--- src/rtl/rs_issue_queue.sv ---
// ----------------------------------------------------------------------------
// CORE_PKG: core-wide sizing constants and the dispatch/issue packet formats
// shared between rename/dispatch, the reservation station and the FUs.
// ----------------------------------------------------------------------------
package CORE_PKG;

    localparam int unsigned RS_ENTRIES = 4;
    localparam int unsigned FIRE_WIDTH = 2;
    localparam int unsigned NUM_PREGS  = 64;
    localparam int unsigned PW         = $clog2(NUM_PREGS);

    typedef struct packed {
        logic [5:0]    opcode;
        logic [PW-1:0] dst_preg;
        logic [PW-1:0] src1_preg;
        logic [PW-1:0] src2_preg;
        logic [15:0]   imm;
    } disp_packet_t;

    typedef struct packed {
        logic [5:0]    opcode;
        logic [PW-1:0] dst_preg;
        logic [PW-1:0] src1_preg;
        logic [PW-1:0] src2_preg;
        logic [15:0]   imm;
        logic [31:0]   src1_val;
        logic [31:0]   src2_val;
    } exec_packet_t;

endpackage

// ----------------------------------------------------------------------------
// rs_issue_queue: compacting reservation station, oldest entry in slot 0.
// Holds dispatched instructions until both sources are ready, picks the oldest
// ready entry, reads its operands from the register file and presents a
// registered exec packet with a valid/ready handshake.
//
// Ports:
//   clk, rst            rising-edge clock, synchronous active-high reset
//   flush               drop all entries and the output packet
//   disp_valid/ready    dispatch handshake (ready = a free slot exists)
//   disp_pkt            instruction being dispatched
//   disp_src1/2_rdy     busy-table readiness of the sources at dispatch
//   wk_valid/wk_preg    wakeup broadcast of physical registers written
//   rf_raddr1/2         combinational register-file read addresses
//   rf_rdata1/2         same-cycle register-file read data
//   iss_valid/ready     issue handshake toward the functional unit
//   iss_pkt             registered issue packet
//   occupancy           number of valid entries
// ----------------------------------------------------------------------------
module rs_issue_queue #(
    parameter int unsigned RS_ENTRIES = CORE_PKG::RS_ENTRIES,
    parameter int unsigned NUM_WAKEUP = CORE_PKG::FIRE_WIDTH
) (
    input  logic                                    clk,
    input  logic                                    rst,
    input  logic                                    flush,
    input  logic                                    disp_valid,
    output logic                                    disp_ready,
    input  CORE_PKG::disp_packet_t                  disp_pkt,
    input  logic                                    disp_src1_rdy,
    input  logic                                    disp_src2_rdy,
    input  logic [NUM_WAKEUP-1:0]                   wk_valid,
    input  logic [NUM_WAKEUP-1:0][CORE_PKG::PW-1:0] wk_preg,
    output logic [CORE_PKG::PW-1:0]                 rf_raddr1,
    output logic [CORE_PKG::PW-1:0]                 rf_raddr2,
    input  logic [31:0]                             rf_rdata1,
    input  logic [31:0]                             rf_rdata2,
    output logic                                    iss_valid,
    output CORE_PKG::exec_packet_t                  iss_pkt,
    input  logic                                    iss_ready,
    output logic [$clog2(RS_ENTRIES):0]             occupancy
);

    localparam int unsigned PW = CORE_PKG::PW;
    localparam int unsigned IW = (RS_ENTRIES > 1) ? $clog2(RS_ENTRIES) : 1;
    localparam int unsigned OW = $clog2(RS_ENTRIES) + 1;
    localparam logic [OW-1:0] FULL_CNT = OW'(RS_ENTRIES);

    // ------------------------------------------------------------------------
    // State
    // ------------------------------------------------------------------------
    logic [RS_ENTRIES-1:0]  vld_q,    vld_d;
    logic [RS_ENTRIES-1:0]  s1_rdy_q, s1_rdy_d;
    logic [RS_ENTRIES-1:0]  s2_rdy_q, s2_rdy_d;
    CORE_PKG::disp_packet_t pkt_q [RS_ENTRIES];
    CORE_PKG::disp_packet_t pkt_d [RS_ENTRIES];
    logic                   iss_valid_q, iss_valid_d;
    CORE_PKG::exec_packet_t iss_pkt_q,   iss_pkt_d;
    logic [OW-1:0]          occ_q,       occ_d;

    // ------------------------------------------------------------------------
    // Combinational working signals
    // ------------------------------------------------------------------------
    logic                   disp_fire;
    logic                   out_free;
    logic [RS_ENTRIES-1:0]  cand;
    logic                   win_found;
    logic [IW-1:0]          win_idx;
    logic                   sel_fire;
    CORE_PKG::disp_packet_t rd_pkt;
    logic [IW-1:0]          tail_idx;

    // One spare slot above the top entry, always invalid, so the compaction
    // loop can read slot i+1 uniformly for every i.
    logic [RS_ENTRIES:0]    vld_x, s1_x, s2_x;
    CORE_PKG::disp_packet_t pkt_x [RS_ENTRIES+1];

    // True when any valid wakeup port carries this physical register.
    function automatic logic woken(input logic [PW-1:0] preg);
        logic hit;
        hit = 1'b0;
        for (int unsigned w = 0; w < NUM_WAKEUP; w++) begin
            if (wk_valid[w] && (wk_preg[w] == preg)) begin
                hit = 1'b1;
            end
        end
        return hit;
    endfunction

    // ------------------------------------------------------------------------
    // Handshake status, derived from registered state only
    // ------------------------------------------------------------------------
    always_comb begin
        disp_ready = (occ_q < FULL_CNT);
        disp_fire  = disp_valid && disp_ready;
        out_free   = !iss_valid_q || iss_ready;
    end

    // ------------------------------------------------------------------------
    // Select: oldest entry whose registered ready bits are both set
    // ------------------------------------------------------------------------
    always_comb begin
        cand      = vld_q & s1_rdy_q & s2_rdy_q;
        win_found = 1'b0;
        win_idx   = '0;
        for (int unsigned i = 0; i < RS_ENTRIES; i++) begin
            if (cand[i] && !win_found) begin
                win_found = 1'b1;
                win_idx   = IW'(i);
            end
        end
        sel_fire = out_free && win_found;
    end

    // ------------------------------------------------------------------------
    // Register-file read: winner's sources, slot 0 when nothing is selected
    // ------------------------------------------------------------------------
    always_comb begin
        rd_pkt    = sel_fire ? pkt_q[win_idx] : pkt_q[0];
        rf_raddr1 = rd_pkt.src1_preg;
        rf_raddr2 = rd_pkt.src2_preg;
    end

    // ------------------------------------------------------------------------
    // Entries with this cycle's wakeups applied, plus the empty spare slot
    // ------------------------------------------------------------------------
    always_comb begin
        vld_x = '0;
        s1_x  = '0;
        s2_x  = '0;
        for (int unsigned i = 0; i < RS_ENTRIES + 1; i++) begin
            pkt_x[i] = '0;
        end
        for (int unsigned i = 0; i < RS_ENTRIES; i++) begin
            vld_x[i] = vld_q[i];
            s1_x[i]  = s1_rdy_q[i] | woken(pkt_q[i].src1_preg);
            s2_x[i]  = s2_rdy_q[i] | woken(pkt_q[i].src2_preg);
            pkt_x[i] = pkt_q[i];
        end
    end

    // ------------------------------------------------------------------------
    // Next entry state: compact over the winner, then append the dispatch
    // at the post-compaction tail. Flush overrides everything.
    // ------------------------------------------------------------------------
    always_comb begin
        vld_d    = '0;
        s1_rdy_d = '0;
        s2_rdy_d = '0;
        for (int unsigned i = 0; i < RS_ENTRIES; i++) begin
            if (sel_fire && (IW'(i) >= win_idx)) begin
                vld_d[i]    = vld_x[i+1];
                s1_rdy_d[i] = s1_x[i+1];
                s2_rdy_d[i] = s2_x[i+1];
                pkt_d[i]    = pkt_x[i+1];
            end else begin
                vld_d[i]    = vld_x[i];
                s1_rdy_d[i] = s1_x[i];
                s2_rdy_d[i] = s2_x[i];
                pkt_d[i]    = pkt_x[i];
            end
        end

        // Only meaningful when disp_fire, which guarantees occ_q < RS_ENTRIES.
        tail_idx = IW'(occ_q - OW'(sel_fire));
        if (disp_fire) begin
            vld_d[tail_idx]    = 1'b1;
            pkt_d[tail_idx]    = disp_pkt;
            s1_rdy_d[tail_idx] = disp_src1_rdy | woken(disp_pkt.src1_preg);
            s2_rdy_d[tail_idx] = disp_src2_rdy | woken(disp_pkt.src2_preg);
        end

        // Dispatch is only accepted below full and issue only from a valid
        // entry, so this stays within 0..RS_ENTRIES.
        occ_d = occ_q + OW'(disp_fire) - OW'(sel_fire);

        if (flush) begin
            vld_d    = '0;
            s1_rdy_d = '0;
            s2_rdy_d = '0;
            occ_d    = '0;
        end
    end

    // ------------------------------------------------------------------------
    // Output stage: load on select, hold under backpressure, drain on ready
    // ------------------------------------------------------------------------
    always_comb begin
        iss_valid_d = iss_valid_q;
        iss_pkt_d   = iss_pkt_q;
        if (sel_fire) begin
            iss_valid_d         = 1'b1;
            iss_pkt_d.opcode    = rd_pkt.opcode;
            iss_pkt_d.dst_preg  = rd_pkt.dst_preg;
            iss_pkt_d.src1_preg = rd_pkt.src1_preg;
            iss_pkt_d.src2_preg = rd_pkt.src2_preg;
            iss_pkt_d.imm       = rd_pkt.imm;
            iss_pkt_d.src1_val  = rf_rdata1;
            iss_pkt_d.src2_val  = rf_rdata2;
        end else if (iss_ready) begin
            iss_valid_d = 1'b0;
        end
        if (flush) begin
            iss_valid_d = 1'b0;
        end
    end

    // ------------------------------------------------------------------------
    // Registers
    // ------------------------------------------------------------------------
    always_ff @(posedge clk) begin
        if (rst) begin
            vld_q       <= '0;
            s1_rdy_q    <= '0;
            s2_rdy_q    <= '0;
            occ_q       <= '0;
            iss_valid_q <= 1'b0;
            iss_pkt_q   <= '0;
            for (int unsigned i = 0; i < RS_ENTRIES; i++) begin
                pkt_q[i] <= '0;
            end
        end else begin
            vld_q       <= vld_d;
            s1_rdy_q    <= s1_rdy_d;
            s2_rdy_q    <= s2_rdy_d;
            occ_q       <= occ_d;
            iss_valid_q <= iss_valid_d;
            iss_pkt_q   <= iss_pkt_d;
            for (int unsigned i = 0; i < RS_ENTRIES; i++) begin
                pkt_q[i] <= pkt_d[i];
            end
        end
    end

    assign iss_valid = iss_valid_q;
    assign iss_pkt   = iss_pkt_q;
    assign occupancy = occ_q;

endmodule

--- config.mk ---
export PLATFORM = sky130hd
export DESIGN_NAME = rs_issue_queue
export DESIGN_NICKNAME = d
export VERILOG_FILES = /design/src/rtl/rs_issue_queue.sv
export SDC_FILE = /design/constraint.sdc
export NUM_CORES = 1
export LEC_CHECK = 0
export ABC_AREA = 1
export CORE_MARGIN = 5
export CORE_UTILIZATION = 40
export DETAILED_ROUTE_END_ITERATION = 8
export PLACE_DENSITY = 0.71
export SLEW_MARGIN = 40
export SYNTH_ARGS = -nofsm -noshare
export SYNTH_HDL_FRONTEND = slang
export SYNTH_SLANG_ARGS = --single-unit
--- constraint.sdc ---
create_clock -name clk -period 2.39 [get_ports clk]
set_input_delay 0.478 -clock clk [delete_from_list [all_inputs] [get_ports clk]]
set_output_delay 0.478 -clock clk [all_outputs]
set_load 0.02 [all_outputs]
==> run_results.csv <==
group,metric,value,unit
run_status,outcome,"finished, violations left",
run_status,failing_checks,"negative setup slack",
synthesis,mappedNetlistNets,2888,
timing,relSlewSlack,49.7,%
synthesis,synth.ff_latch_count,280,
synthesis,synth-seq-area-share,35.2,%
critical_path,reg_to_reg_start,"vld_q[2]",
synthesis,cell_variety_after_synth,31,
cts,clock_sink_count,280,
power,max-vdd-ir-drop,0.411,mV
cts,clkSlewWorstSetupHoldPaths,60,ps
synthesis,syn-mean-instance-area,5.76,um^2
cts,clock_tree.htree_level_count,2,
route,detailedRoute.firstIterationViolations,1458,
layout,layout_commonest_cell,"sky130_fd_sc_hd__nand2_1",
timing,finalWorstPathRequiredPeriod,2630,ps
layout,nNetsFinal,3179,
critical_path,worstPathArrival,2150,ps
layout,fillCellCount,3807,
die,core_region_area,0.0395,mm^2
route,drc,0,
timing,grt_setup_unrepaired,"yes",
die,placementRows,73,
synthesis,synth.yosys.warnings,0,
timing,setup_viol_count_final,13,
power,power_leakage,9.77,nW
route,routed_wirelength,58600,um
grt,number_of_antenna_violations_at_the_first_check_in_global_routing,0,
timing,final.setup.worst_slack,-238,ps
die,dieWidth,209,um
cts,cts_buffer_depth,3,
route,drt.antenna.violating_nets,0,
route,routed_via_density,4.99,
run,maxCapViolations,0,
cts,cts_buffers,34,
layout,mostFrequentLayoutCells,"sky130_fd_sc_hd__nand2_1, sky130_fd_sc_hd__nor2_1, sky130_fd_sc_hd__inv_1",
route,drt_pre_antenna_iters,7,
timing,timing_worst_slew_pin_value,754,ps
critical_path,worstSetupStartpointType,"flop",
die,die_h,209,um
die,floorplan.initialDensity,40.2,%
die,io_pins,246,
critical_path,timing.critical_path.from,"vld_q[2]",
grt,grt_start_max_net_pins,113,
route,wire_per_inst,16.3,um
layout,share_of_cells_above_drive_strength_1,11.6,%
timing,max_clock_freq,381,MHz
timing,final_min_period_over_clock_period,110,%
grt,gr-total-overflow,0,
timing,finClkSkew,23.0,ps
place,detailed_place.area,0.0196,mm^2
die,dieArea,0.0439,mm^2
cts,clock_latency,550,ps
cts,cts.hold.buffers_added,0,
layout,final_area,0.0217,mm^2
critical_path,crit_path_end_kind,"output port",
grt,globalRouteTotalUtil,25.6,%
critical_path,crit_required,1910,ps
cts,tritoncts,"done",
place,port-buffer-count,245,
timing,hold_violations,0,
critical_path,worst-path-max-fanout,6,
grt,grt_pass1_vias,17000,
place,dp_hpwl,39100,um
layout,area_added_between_synthesis_and_finish,36.5,%
route,num_vias,18000,
synthesis,syn-instance-count,2761,
grt,grt_pass1_wl,91100,um
min_path,hold_path_origin,"rst",
place,post_placement_setup_slack,-587,ps
critical_path,criticalPathCategory,"reg2out",
min_path,timing.hold.worst.class,"in2reg",
place,finalWeightedCongestion,0.958,
power,power.density,534,mW/mm^2
cts,root_buffer,"sky130_fd_sc_hd__clkbuf_16",
synthesis,post_synth_instance_area,0.0159,mm^2
timing,final-max-slew-violation-count,0,
==> final timing paths <==
kind	cells after the start	slack [ps]	end
max	10	-240	rf_raddr1[3]
max reg2reg	16	-40	vld_q[3]
min reg2reg	2	460	iss_pkt[83]
min	2	280	iss_pkt[84]
==> flip-flops by register name (all words and copies together), names as in the netlist <==
register / flops
pkt_q: 160
iss_pkt: 104
s1_rdy_q: 4
s2_rdy_q: 4
vld_q: 4
occupancy: 3
iss_valid: 1
==> critical path, stage by stage (launching register included) <==
cell and delay, ps:
sky130_fd_sc_hd__dfxtp_1 390, sky130_fd_sc_hd__nand3_4 140, sky130_fd_sc_hd__nand2_4 110, sky130_fd_sc_hd__inv_4 40, sky130_fd_sc_hd__nor2_4 220, sky130_fd_sc_hd__buf_12 200
sky130_fd_sc_hd__nand3_2 70, sky130_fd_sc_hd__nand2_1 70, sky130_fd_sc_hd__nand2_1 80, sky130_fd_sc_hd__o21ai_1 100, sky130_fd_sc_hd__buf_4 170
==> power by group <==
group / total [mW] / internal [mW] / switching [mW]
Sequential: 4.84 / 4.77 / 0.0688
Combinational: 1.47 / 0.623 / 0.850
Clock: 5.30 / 3.20 / 2.09
==> cell type report <==
cell class / instances / area, um^2 / area share [%]
Antenna cell: 1 / 2.50 / 0.0115
Timing Repair Buffer: 421 / 4260 / 19.6
Multi-Input combinational cell: 1946 / 8640 / 39.8
Clock inverter: 8 / 115 / 0.530
Inverter: 369 / 1400 / 6.43
Tap cell: 525 / 657 / 3.02
Clock buffer: 52 / 1030 / 4.74
Sequential cell: 280 / 5620 / 25.9
==> cells by family after synthesis <==
group                    synth area share [%]
adder cells (fa/ha/maj)                 0.204
flip-flops                               35.2
AND/OR/NAND/NOR                          38.2
buffers and inverters                    13.6
XOR/XNOR                                 1.21
AO/OA/AOI/OAI                            11.5
==> metrics by stage <==
step / total power [mW] / instances / TNS [ps] / utilization (%) / hold WS, ps
after global routing: 12.1 / 3601 / -5440 / 54.9 / 272
after detailed placement: 6.35 / 3506 / -75690 / 49.7 / 455
after CTS: 11.7 / 3604 / -3240 / 54.3 / 249
after global placement: 6.33 / 3506 / -68620 / 49.7 / 455
final: 11.6 / 3602 / -2270 / 54.9 / 276
after floorplan: 5.70 / 2761 / 0 / - / 466
==> routing by layer <==
metal	wire, um	part of all wire (%)	track usage (%)
met5	0	0	0
met4	2420	4.1	10.8
met3	4750	8.1	5.07
met2	26600	45	42.4
met1	24900	42	32.7
==> timing repair <==
item                       4_1_cts  5_1_grt
setup buffers                   32        3
pin swaps                       26       28
gates cloned                     6        1
resized for setup              153       81
setup endpoints to repair      120       80
==> cells in the mapped netlist (all sizes together) <==
cell / n / area share, %
clkbuf: 79 / 1.9
o211ai: 8 / 0.38
o22ai: 3 / 0.12
fa: 1 / 0.13
nor3: 13 / 0.41
a21oi: 68 / 2.1
nand3b: 1 / 0.047
nand3: 87 / 2.9
nand4: 11 / 0.43
inv: 365 / 8.6
xor2: 13 / 0.72
a21boi: 1 / 0.047
nor2: 612 / 15
ha: 1 / 0.079
o21ai: 280 / 8.8
xnor2: 9 / 0.50
or2: 1 / 0.039
nand2: 836 / 20
clkinv: 4 / 0.094
dfxtp: 280 / 35
buf: 88 / 3.1
Power figures use the tool's default switching activity.
